<file path="config.mk">
export PLATFORM = sky130hd
export DESIGN_NAME = c_calc_seq
export DESIGN_NICKNAME = d
export VERILOG_FILES = /design/src/rtl/c_calc_seq.sv
export SDC_FILE = /design/constraint.sdc
export NUM_CORES = 1
export LEC_CHECK = 0
export ABC_AREA = 0
export CAP_MARGIN = 30
export CORE_UTILIZATION = 35
export DETAILED_ROUTE_END_ITERATION = 6
export PLACE_DENSITY = 0.5
export RECOVER_POWER = 25
export SKIP_LAST_GASP = 1
export SYNTH_ARGS = -nofsm -noshare
export SYNTH_HDL_FRONTEND = slang
export SYNTH_SLANG_ARGS = --single-unit
export TNS_END_PERCENT = 5
</file>
<file path="constraint.sdc">
create_clock -name i_sys_clock -period 4.34 [get_ports i_sys_clock]
set_input_delay 0.651 -clock i_sys_clock [delete_from_list [all_inputs] [get_ports i_sys_clock]]
set_output_delay 0.651 -clock i_sys_clock [all_outputs]
set_load 0.02 [all_outputs]
</file>
<file path="src/rtl/c_calc_seq.sv">
// c_calc_seq: keypad-to-ALU sequencer for the 8-bit calculator.
// Optional feature macro: CALC_SEQ_REPEAT_EQ_EN (equal without new digits repeats the last operation).
module c_calc_seq #(
   parameter int PULSE_W    = 1,
   parameter int GAP_W      = 1,
   parameter int MAX_DIGITS = 3
) (
   input  logic       i_sys_clock,
   input  logic       i_sys_reset_n,
   input  logic       i_c_key_valid,
   input  logic [1:0] i_c_key_class,
   input  logic [3:0] i_c_key_value,
   output logic       o_c_key_ready,
   input  logic       i_c_alu_overflow_flag,
   output logic       o_c_alu_clear,
   output logic       o_c_alu_en,
   output logic       o_c_alu_equal,
   output logic [3:0] o_c_alu_op_keycode,
   output logic [8:0] o_c_alu_operand,
   output logic [8:0] o_c_entry,
   output logic       o_c_disp_sel,
   output logic       o_c_error
);
   localparam logic [3:0] OP_ADD = 4'b0000;
   localparam logic [3:0] OP_INV = 4'b0100;
   localparam logic [3:0] OP_IDLE = 4'b1111;
   localparam int DW = $clog2(MAX_DIGITS + 1);
   typedef enum logic [2:0] {CLR, ENTRY, SETUP, STROBE, RELEASE, CHECK, ERROR} state_t;
   state_t state_q, state_d;
   logic [7:0] cnt_q, cnt_d, mag_q, mag_d;
   logic sign_q, sign_d, use_eq_q, use_eq_d, eq_flag_q, eq_flag_d, disp_q, disp_d, load_q, load_d;
   logic [DW-1:0] dig_q, dig_d;
   logic [3:0] pend_q, pend_d, sop_q, sop_d, load_val_q, load_val_d;
   logic [8:0] opnd_q, opnd_d, entry_val;
   logic [11:0] next_mag;
   logic accept, go, go_eq;
   logic [3:0] go_op;
   logic [8:0] go_opnd;
`ifdef CALC_SEQ_REPEAT_EQ_EN
   logic [3:0] last_op_q, last_op_d;
   logic [8:0] last_opnd_q, last_opnd_d;
`endif
   // a zero magnitude is never presented with a negative sign
   assign entry_val = (mag_q == 8'd0) ? 9'h000 : {sign_q, mag_q};
   assign next_mag = {4'b0, mag_q} * 12'd10 + {8'b0, i_c_key_value};
   assign accept = i_c_key_valid & o_c_key_ready;
   assign o_c_key_ready = (state_q == ENTRY) || (state_q == ERROR);
   assign o_c_alu_clear = (state_q == CLR);
   assign o_c_alu_en = (state_q == STROBE) && !use_eq_q;
   assign o_c_alu_equal = (state_q == STROBE) && use_eq_q;
   assign o_c_alu_op_keycode = (state_q == SETUP || state_q == STROBE) ? sop_q : OP_IDLE;
   assign o_c_alu_operand = (state_q == SETUP || state_q == STROBE || state_q == RELEASE) ? opnd_q : entry_val;
   assign o_c_entry = entry_val;
   assign o_c_disp_sel = disp_q;
   assign o_c_error = (state_q == ERROR);
   // next-state: key decode in ENTRY, timed strobe sequence, overflow check
   always_comb begin
      state_d = state_q;
      cnt_d = cnt_q;
      mag_d = mag_q;
      sign_d = sign_q;
      dig_d = dig_q;
      pend_d = pend_q;
      sop_d = sop_q;
      opnd_d = opnd_q;
      use_eq_d = use_eq_q;
      eq_flag_d = eq_flag_q;
      disp_d = disp_q;
      load_d = load_q;
      load_val_d = load_val_q;
      go = 1'b0;
      go_eq = 1'b0;
      go_op = pend_q;
      go_opnd = entry_val;
`ifdef CALC_SEQ_REPEAT_EQ_EN
      last_op_d = last_op_q;
      last_opnd_d = last_opnd_q;
`endif
      case (state_q)
         CLR: begin
            mag_d = load_q ? {4'b0, load_val_q} : 8'd0;
            dig_d = load_q ? DW'(1) : '0;
            sign_d = 1'b0;
            pend_d = OP_ADD;
            eq_flag_d = 1'b0;
            disp_d = 1'b0;
            load_d = 1'b0;
            state_d = ENTRY;
         end
         ENTRY: if (accept) begin
            case (i_c_key_class)
               2'b00: if (eq_flag_q) begin
                  load_d = 1'b1;
                  load_val_d = i_c_key_value;
                  state_d = CLR;
               end else begin
                  disp_d = 1'b0;
                  if (int'(dig_q) < MAX_DIGITS && next_mag <= 12'd255) begin
                     mag_d = next_mag[7:0];
                     dig_d = dig_q + 1'b1;
                  end
               end
               2'b01: if (i_c_key_value == OP_INV) begin
                  go = 1'b1;
                  go_eq = 1'b1;
                  go_op = OP_INV;
               end else if (i_c_key_value != OP_IDLE) begin
                  eq_flag_d = 1'b0;
                  pend_d = i_c_key_value;
                  if (dig_q != '0) begin
                     go = 1'b1;
                     mag_d = 8'd0;
                     sign_d = 1'b0;
                     dig_d = '0;
                  end
               end
               2'b10: if (dig_q != '0) begin
                  go = 1'b1;
                  go_eq = 1'b1;
                  pend_d = OP_ADD;
                  eq_flag_d = 1'b1;
                  mag_d = 8'd0;
                  sign_d = 1'b0;
                  dig_d = '0;
`ifdef CALC_SEQ_REPEAT_EQ_EN
                  last_op_d = pend_q;
                  last_opnd_d = entry_val;
               end else if (eq_flag_q) begin
                  go = 1'b1;
                  go_eq = 1'b1;
                  go_op = last_op_q;
                  go_opnd = last_opnd_q;
`endif
               end
               default: begin
                  if (i_c_key_value == 4'd0) state_d = CLR;
                  else if (i_c_key_value == 4'd1) sign_d = ~sign_q;
               end
            endcase
            if (go) begin
               state_d = SETUP;
               use_eq_d = go_eq;
               sop_d = go_op;
               opnd_d = go_opnd;
            end
         end
         SETUP: begin
            state_d = STROBE;
            cnt_d = 8'd0;
         end
         STROBE: begin
            cnt_d = (cnt_q == 8'(PULSE_W - 1)) ? 8'd0 : cnt_q + 8'd1;
            if (cnt_q == 8'(PULSE_W - 1)) state_d = RELEASE;
         end
         RELEASE: begin
            cnt_d = (cnt_q == 8'(GAP_W - 1)) ? 8'd0 : cnt_q + 8'd1;
            if (cnt_q == 8'(GAP_W - 1)) begin
               state_d = CHECK;
               disp_d = 1'b1;
            end
         end
         CHECK: state_d = i_c_alu_overflow_flag ? ERROR : ENTRY;
         ERROR: if (accept && i_c_key_class == 2'b11 && i_c_key_value == 4'd0) state_d = CLR;
         default: state_d = CLR;
      endcase
   end
   // state and datapath registers
   always_ff @(posedge i_sys_clock or negedge i_sys_reset_n) begin
      if (!i_sys_reset_n) begin
         state_q <= CLR;
         cnt_q <= 8'd0;
         mag_q <= 8'd0;
         sign_q <= 1'b0;
         dig_q <= '0;
         pend_q <= OP_ADD;
         sop_q <= OP_IDLE;
         opnd_q <= 9'h000;
         use_eq_q <= 1'b0;
         eq_flag_q <= 1'b0;
         disp_q <= 1'b0;
         load_q <= 1'b0;
         load_val_q <= 4'd0;
`ifdef CALC_SEQ_REPEAT_EQ_EN
         last_op_q <= OP_ADD;
         last_opnd_q <= 9'h000;
`endif
      end else begin
         state_q <= state_d;
         cnt_q <= cnt_d;
         mag_q <= mag_d;
         sign_q <= sign_d;
         dig_q <= dig_d;
         pend_q <= pend_d;
         sop_q <= sop_d;
         opnd_q <= opnd_d;
         use_eq_q <= use_eq_d;
         eq_flag_q <= eq_flag_d;
         disp_q <= disp_d;
         load_q <= load_d;
         load_val_q <= load_val_d;
`ifdef CALC_SEQ_REPEAT_EQ_EN
         last_op_q <= last_op_d;
         last_opnd_q <= last_opnd_d;
`endif
      end
   end
endmodule

</file>
=== Word-level counts from Yosys, hierarchy flattened ===
Index checks and enable logic that the tools add are counted.

* Reduce and logical (&&, ||, !) cells: 28
* Order comparisons: 2
* Eq/ne operators: 32
* $add $sub $neg: 3
* Multipliers: 1
* Bitwise operators: 2
* Mux-type cells: 72

{| class="wikitable"
|+ Operator list
! kind !! count
|-
| two-way mux 8 bit || 7
|-
| two-way mux 4 bit || 8
|-
| one-hot mux 8 bit (2 select lines) || 2
|-
| two-way mux 1 bit || 24
|-
| two-way mux 3 bit || 8
|-
| one-hot mux 8 bit (3 select lines) || 1
|-
| one-hot mux 3 bit (7 select lines) || 1
|-
| AND reduction 7 bit || 3
|-
| two-way mux 9 bit || 2
|-
| logical NOT 8 bit || 2
|-
| one-hot mux 4 bit (2 select lines) || 2
|-
| inequality test 3 bit (second input constant) || 5
|-
| adder 12 x 4 -> 12 bit || 1
|-
| less-or-equal comparator 12 x 8 -> 1 bit (second input constant) || 1
|-
| two-way mux 2 bit || 6
|-
| inequality test 4 x 1 -> 1 bit (second input constant) || 3
|-
| one-hot mux 1 bit (2 select lines) || 6
|-
| multiplier 8 x 3 -> 11 bit (second input constant) || 1
|-
| == test 3 bit (second input constant) || 3
|-
| adder 8 x 1 -> 8 bit (second input constant) || 1
|-
| inequality test 2 x 1 -> 1 bit (second input constant) || 4
|-
| inequality test 2 bit (second input constant) || 4
|-
| inequality test 4 bit (second input constant) || 2
|-
| AND reduction 4 bit || 2
|-
| other kinds (29) || 41
|}

* Logic and storage cells: 153
* Input bits: 10
* Register bits after elaboration: 47
* Output and inout port bits: 28

=== Depth between registers and ports, before layout ===
* Word-level depth: 10
* Mapped depth: 10

=== Worst setup path after synthesis ===
No wires, ideal clock.

* Kind: register -> register
* From: reg mag_q[1]
* To: reg mag_q[0]
* Library setup time: 0.125 ns
* Data arrival time: 2.974 ns
* Cell stages (with the launch flop): 11
* Setup slack: 1.241 ns
* Data required time: 4.215 ns
* Period minus slack after synthesis: 3.099 ns
* Path buffers: 0
* Cells stage by stage: dfrtp_1 ha_1 ha_1 inv_1 fa_1 nand2b_1 a211oi_1 and4b_1 mux2i_1 a211oi_4 mux2_2

* Longest elaborated chain between the ends: 6

{| class="wikitable"
|+ Ends and longest elaborated chain
! element !! RTL line !! text
|-
| start: declaration || 30 || <nowiki>logic [7:0] cnt_q, cnt_d, mag_q, mag_d;</nowiki>
|-
| start signal: assignment || 190 || <nowiki>mag_q <= mag_d;</nowiki>
|-
| multiplier 8 x 3 -> 11 bit || 45 || <nowiki>assign next_mag = {4'b0, mag_q} * 12'd10 + {8'b0, i_c_key_value};</nowiki>
|-
| adder 12 x 4 -> 12 bit || 45 ||
|-
| less-or-equal comparator 12 x 8 -> 1 bit || 98 || <nowiki>if (int'(dig_q) < MAX_DIGITS && next_mag <= 12'd255) begin</nowiki>
|-
| logical AND 1 bit || 98 ||
|-
| inequality test 3 bit (no line) || n/a ||
|-
| AND reduction 7 bit (no line) || n/a ||
|}

No other way between the ends.
A chain may end at the register's enable or synchronous reset.

=== Final worst setup path ===
Same ends and word-level chain as after synthesis.

==> results.sh <==
export IMPL_r2r_end="mag_q[0]$_DFFE_PN0P_"
export IMPL_hp_start="sop_q[0]$_DFFE_PN1P_"
export IMPL_ios=38
export IMPL_peakVddDrop_mv=0.194
export IMPL_layout_commonest_cell="nand2_1"
export IMPL_violations="max-capacitance violations, max-slew violations"
export IMPL_tightest_slew_ns=2.53
export IMPL_syn_area_per_cell_um2=9.06
export IMPL_drt_initial_drc_count=94
export IMPL_netlist_top_cell_by_area="dfrtp_1"
export IMPL_power_density_nw_per_um2=525
export IMPL_period_share=0.788
export IMPL_insertion_delay_ns=0.31
export IMPL_ys_types=50
export IMPL_synthDominantCellAreaShare=0.337
export IMPL_yosys_warnings=0
export IMPL_vias=2622
export IMPL_final_max_slew_viol_count=48
export IMPL_grt_ovfl_total=0
export IMPL_final_cell_mix="nand2_1 (51), dfrtp_1 (43), o21ai_0 (39)"
export IMPL_start_util=0.364
export IMPL_synth_seq_cells=47
export IMPL_cp_required_ns=4.53
export IMPL_synth_area_leaders="dfrtp_1 (34%), ha_1 (9.4%), mux2_2 (6.7%)"
export IMPL_crit_start="mag_q[1]$_DFFE_PN0P_"
export IMPL_die_area_um2=9500
export IMPL_cts_root_buf="clkbuf_8"
export IMPL_fmax_mhz=292
export IMPL_path_max_fanout=10
export IMPL_min_delay_path_depth=2
export IMPL_htree_levels=2
export IMPL_synth_edf_count=0
export IMPL_core_um2=8760
export IMPL_finalPower_mw=1.96
export IMPL_p_sw_frac=0.417
export IMPL_grt_max_degree=48
export IMPL_clockPowerShare=0.171
export IMPL_comb_power_share=0.491
export IMPL_postRouteAntennaNets=0
export IMPL_netlist_area_um2=3190
export IMPL_cts_hold_buf=0
export IMPL_cts_resized=0
export IMPL_clock_sinks=47
export IMPL_drv_cap=1
export IMPL_drc=0
export IMPL_place_gp_congestion=0.797
export IMPL_r2r_cells=10
export IMPL_hold_path_endpoint="sop_q[0]$_DFFE_PN1P_"
export IMPL_finalSetupViolCount=0
export IMPL_fin_worst_skew_ns=0.0137
export IMPL_fin_crit_ns=3.42
export IMPL_worstPathArrival_ns=3.61
export IMPL_antenna_cells=0
export IMPL_wirelength_mm=7.56
export IMPL_ys_seq_area_frac=0.370
export IMPL_rsz0062_at_grt="no"
export IMPL_grt_util_all_layers=0.170
export IMPL_slew_headroom=-0.690
export IMPL_antenna_found_initial=0
export IMPL_post_drt_via_cell_ratio=5.34
export IMPL_r2r_slack_ns=0.92
export IMPL_cts_tree="yes"
export IMPL_internal_power_mw=1.15
export IMPL_hold_viol_final=0
export IMPL_seq_power_share=0.338
export IMPL_cts_setup_buffers=0
export IMPL_grt_pass1_vias=2540
export IMPL_fin_tns_setup_ns=0
export IMPL_clockBufferDepth=2
export IMPL_r2r_start="mag_q[1]$_DFFE_PN0P_"
export IMPL_die_h_um=97.5
export IMPL_grt_pass1_wl_mm=13.0
export IMPL_die_width_um=97.5
export IMPL_worst_setup_path_type="reg -> reg"
export IMPL_core_rowCount=34
export IMPL_dp_hpwl_mm=5.57
export IMPL_synth_fp_nets=388
export IMPL_hold_slack_ns=0.482
export IMPL_syn_inst=352
export IMPL_port_buffers=37
export IMPL_synth_ff_type="dfrtp_1"
export IMPL_drive_gt1_frac=0.125
export IMPL_ys_async_sr_fraction=1.00
export IMPL_cp_end_kind="flip-flop"
export IMPL_outcome="complete, but fails checks"
export IMPL_final_area_um2=3740
export IMPL_cp_start_kind="flip-flop"
export IMPL_min_path_type="reg -> reg"
export IMPL_cts_buffers=5
export IMPL_area_delta_synth_final_pct=17.4
export IMPL_power_switching_uw=819
export IMPL_wire_per_inst_um=15.4
export IMPL_dr_pass1_iters=4
export IMPL_leakage_nw=1.67
export IMPL_placed_cell_area_um2=3630
export IMPL_cts_clk_slew_worst_paths_ns=0.09
export IMPL_nNetsFinal=418
-- cell families (layout without fill, tap and decap cells) --
logic type | count (synthesis) | after routing | share of synthesized area
xor+xnor | 7 | 7 | 0.0192
fa+ha+maj | 26 | 26 | 0.107
simple gates | 127 | 127 | 0.193
buf+inv | 35 | 66 | 0.0467
mux | 28 | 28 | 0.105
flops | 47 | 47 | 0.370
compound gates | 82 | 82 | 0.159
-- area by class of cell --
class / count / area [um2]
Fill cell: 900 / 5020
Multi-Input combinational cell: 270 / 1860
Sequential cell: 47 / 1180
Timing Repair Buffer: 41 / 389
Tap cell: 108 / 135
Clock buffer: 5 / 68.8
Inverter: 17 / 63.8
Clock inverter: 3 / 46.3
-- how the worst max path moves through the flow --
stage / endpoint / slack (ns) / cells past startpoint
after detailed placement: mag_q[3]$_DFFE_PN0P_ / 0.73 / 8
after global placement: mag_q[6]$_DFFE_PN0P_ / 0.81 / 8
after global routing: mag_q[0]$_DFFE_PN0P_ / 0.64 / 10
after floorplan: mag_q[0]$_DFFE_PN0P_ / 1.24 / 10
after CTS: mag_q[3]$_DFFE_PN0P_ / 0.90 / 10
final: mag_q[0]$_DFFE_PN0P_ / 0.92 / 10
-- registers in the layout (all words and copies together) (netlist names) --
name	count
cnt_q	8
dig_q	2
eq_flag_q	1
load_q	1
load_val_q	4
mag_q	8
o_c_disp_sel	1
opnd_q	9
pend_q	4
sign_q	1
sop_q	4
state_q	3
use_eq_q	1
-- cell usage after synthesis, types with 7 or more instances --
cell type	n
nand2_1	51
dfrtp_1	43
o21ai_0	39
ha_1	24
nor2_1	22
mux2_2	19
inv_1	17
a21oi_1	14
clkbuf_1	14
nand3_1	12
nand2b_1	7
nor3_1	7
-- per-stage QoR --
step                setup WS, ns  utilization  instances
finish                     0.919        0.427        491
global route               0.636        0.427        491
CTS                        0.899        0.427        490
detailed placement         0.733        0.414        482
global placement           0.809        0.414        482
floorplan                   1.24            -        352
-- power by group through the flow --
stage | Combinational (mW) | Sequential, mW | Clock, mW
finish | 0.965 | 0.664 | 0.336
floorplan | 0.690 | 0.621 | 0
global route | 1.07 | 0.685 | 0.367
detailed placement | 0.962 | 0.673 | 0
CTS | 0.966 | 0.665 | 0.349
global placement | 0.955 | 0.671 | 0
-- per-layer routing --
| metal | part of all wire | routed length (um) | global-route usage | up-vias |
|---|---|---|---|---|
| li1 | - | - | - | 1311 |
| met1 | 0.51 | 3840 | 0.246 | 1260 |
| met2 | 0.45 | 3400 | 0.264 | 45 |
| met3 | 0.034 | 258 | 0.0266 | 6 |
| met4 | 0.0095 | 72 | 0.0407 | 0 |
| met5 | 0 | 0 | 0 | - |
-- critical path: stages, from the launching register on --
cell and delay (ns):
dfrtp_1 0.52, ha_1 0.35, ha_1 0.23, inv_1 0.07, fa_1 0.43, nand2b_1 0.19, a211oi_1 0.22, and4b_1 0.23
mux2i_1 0.14, a211oi_4 0.53, mux2_2 0.39
No activity file was read; power rests on OpenSTA's default activity.
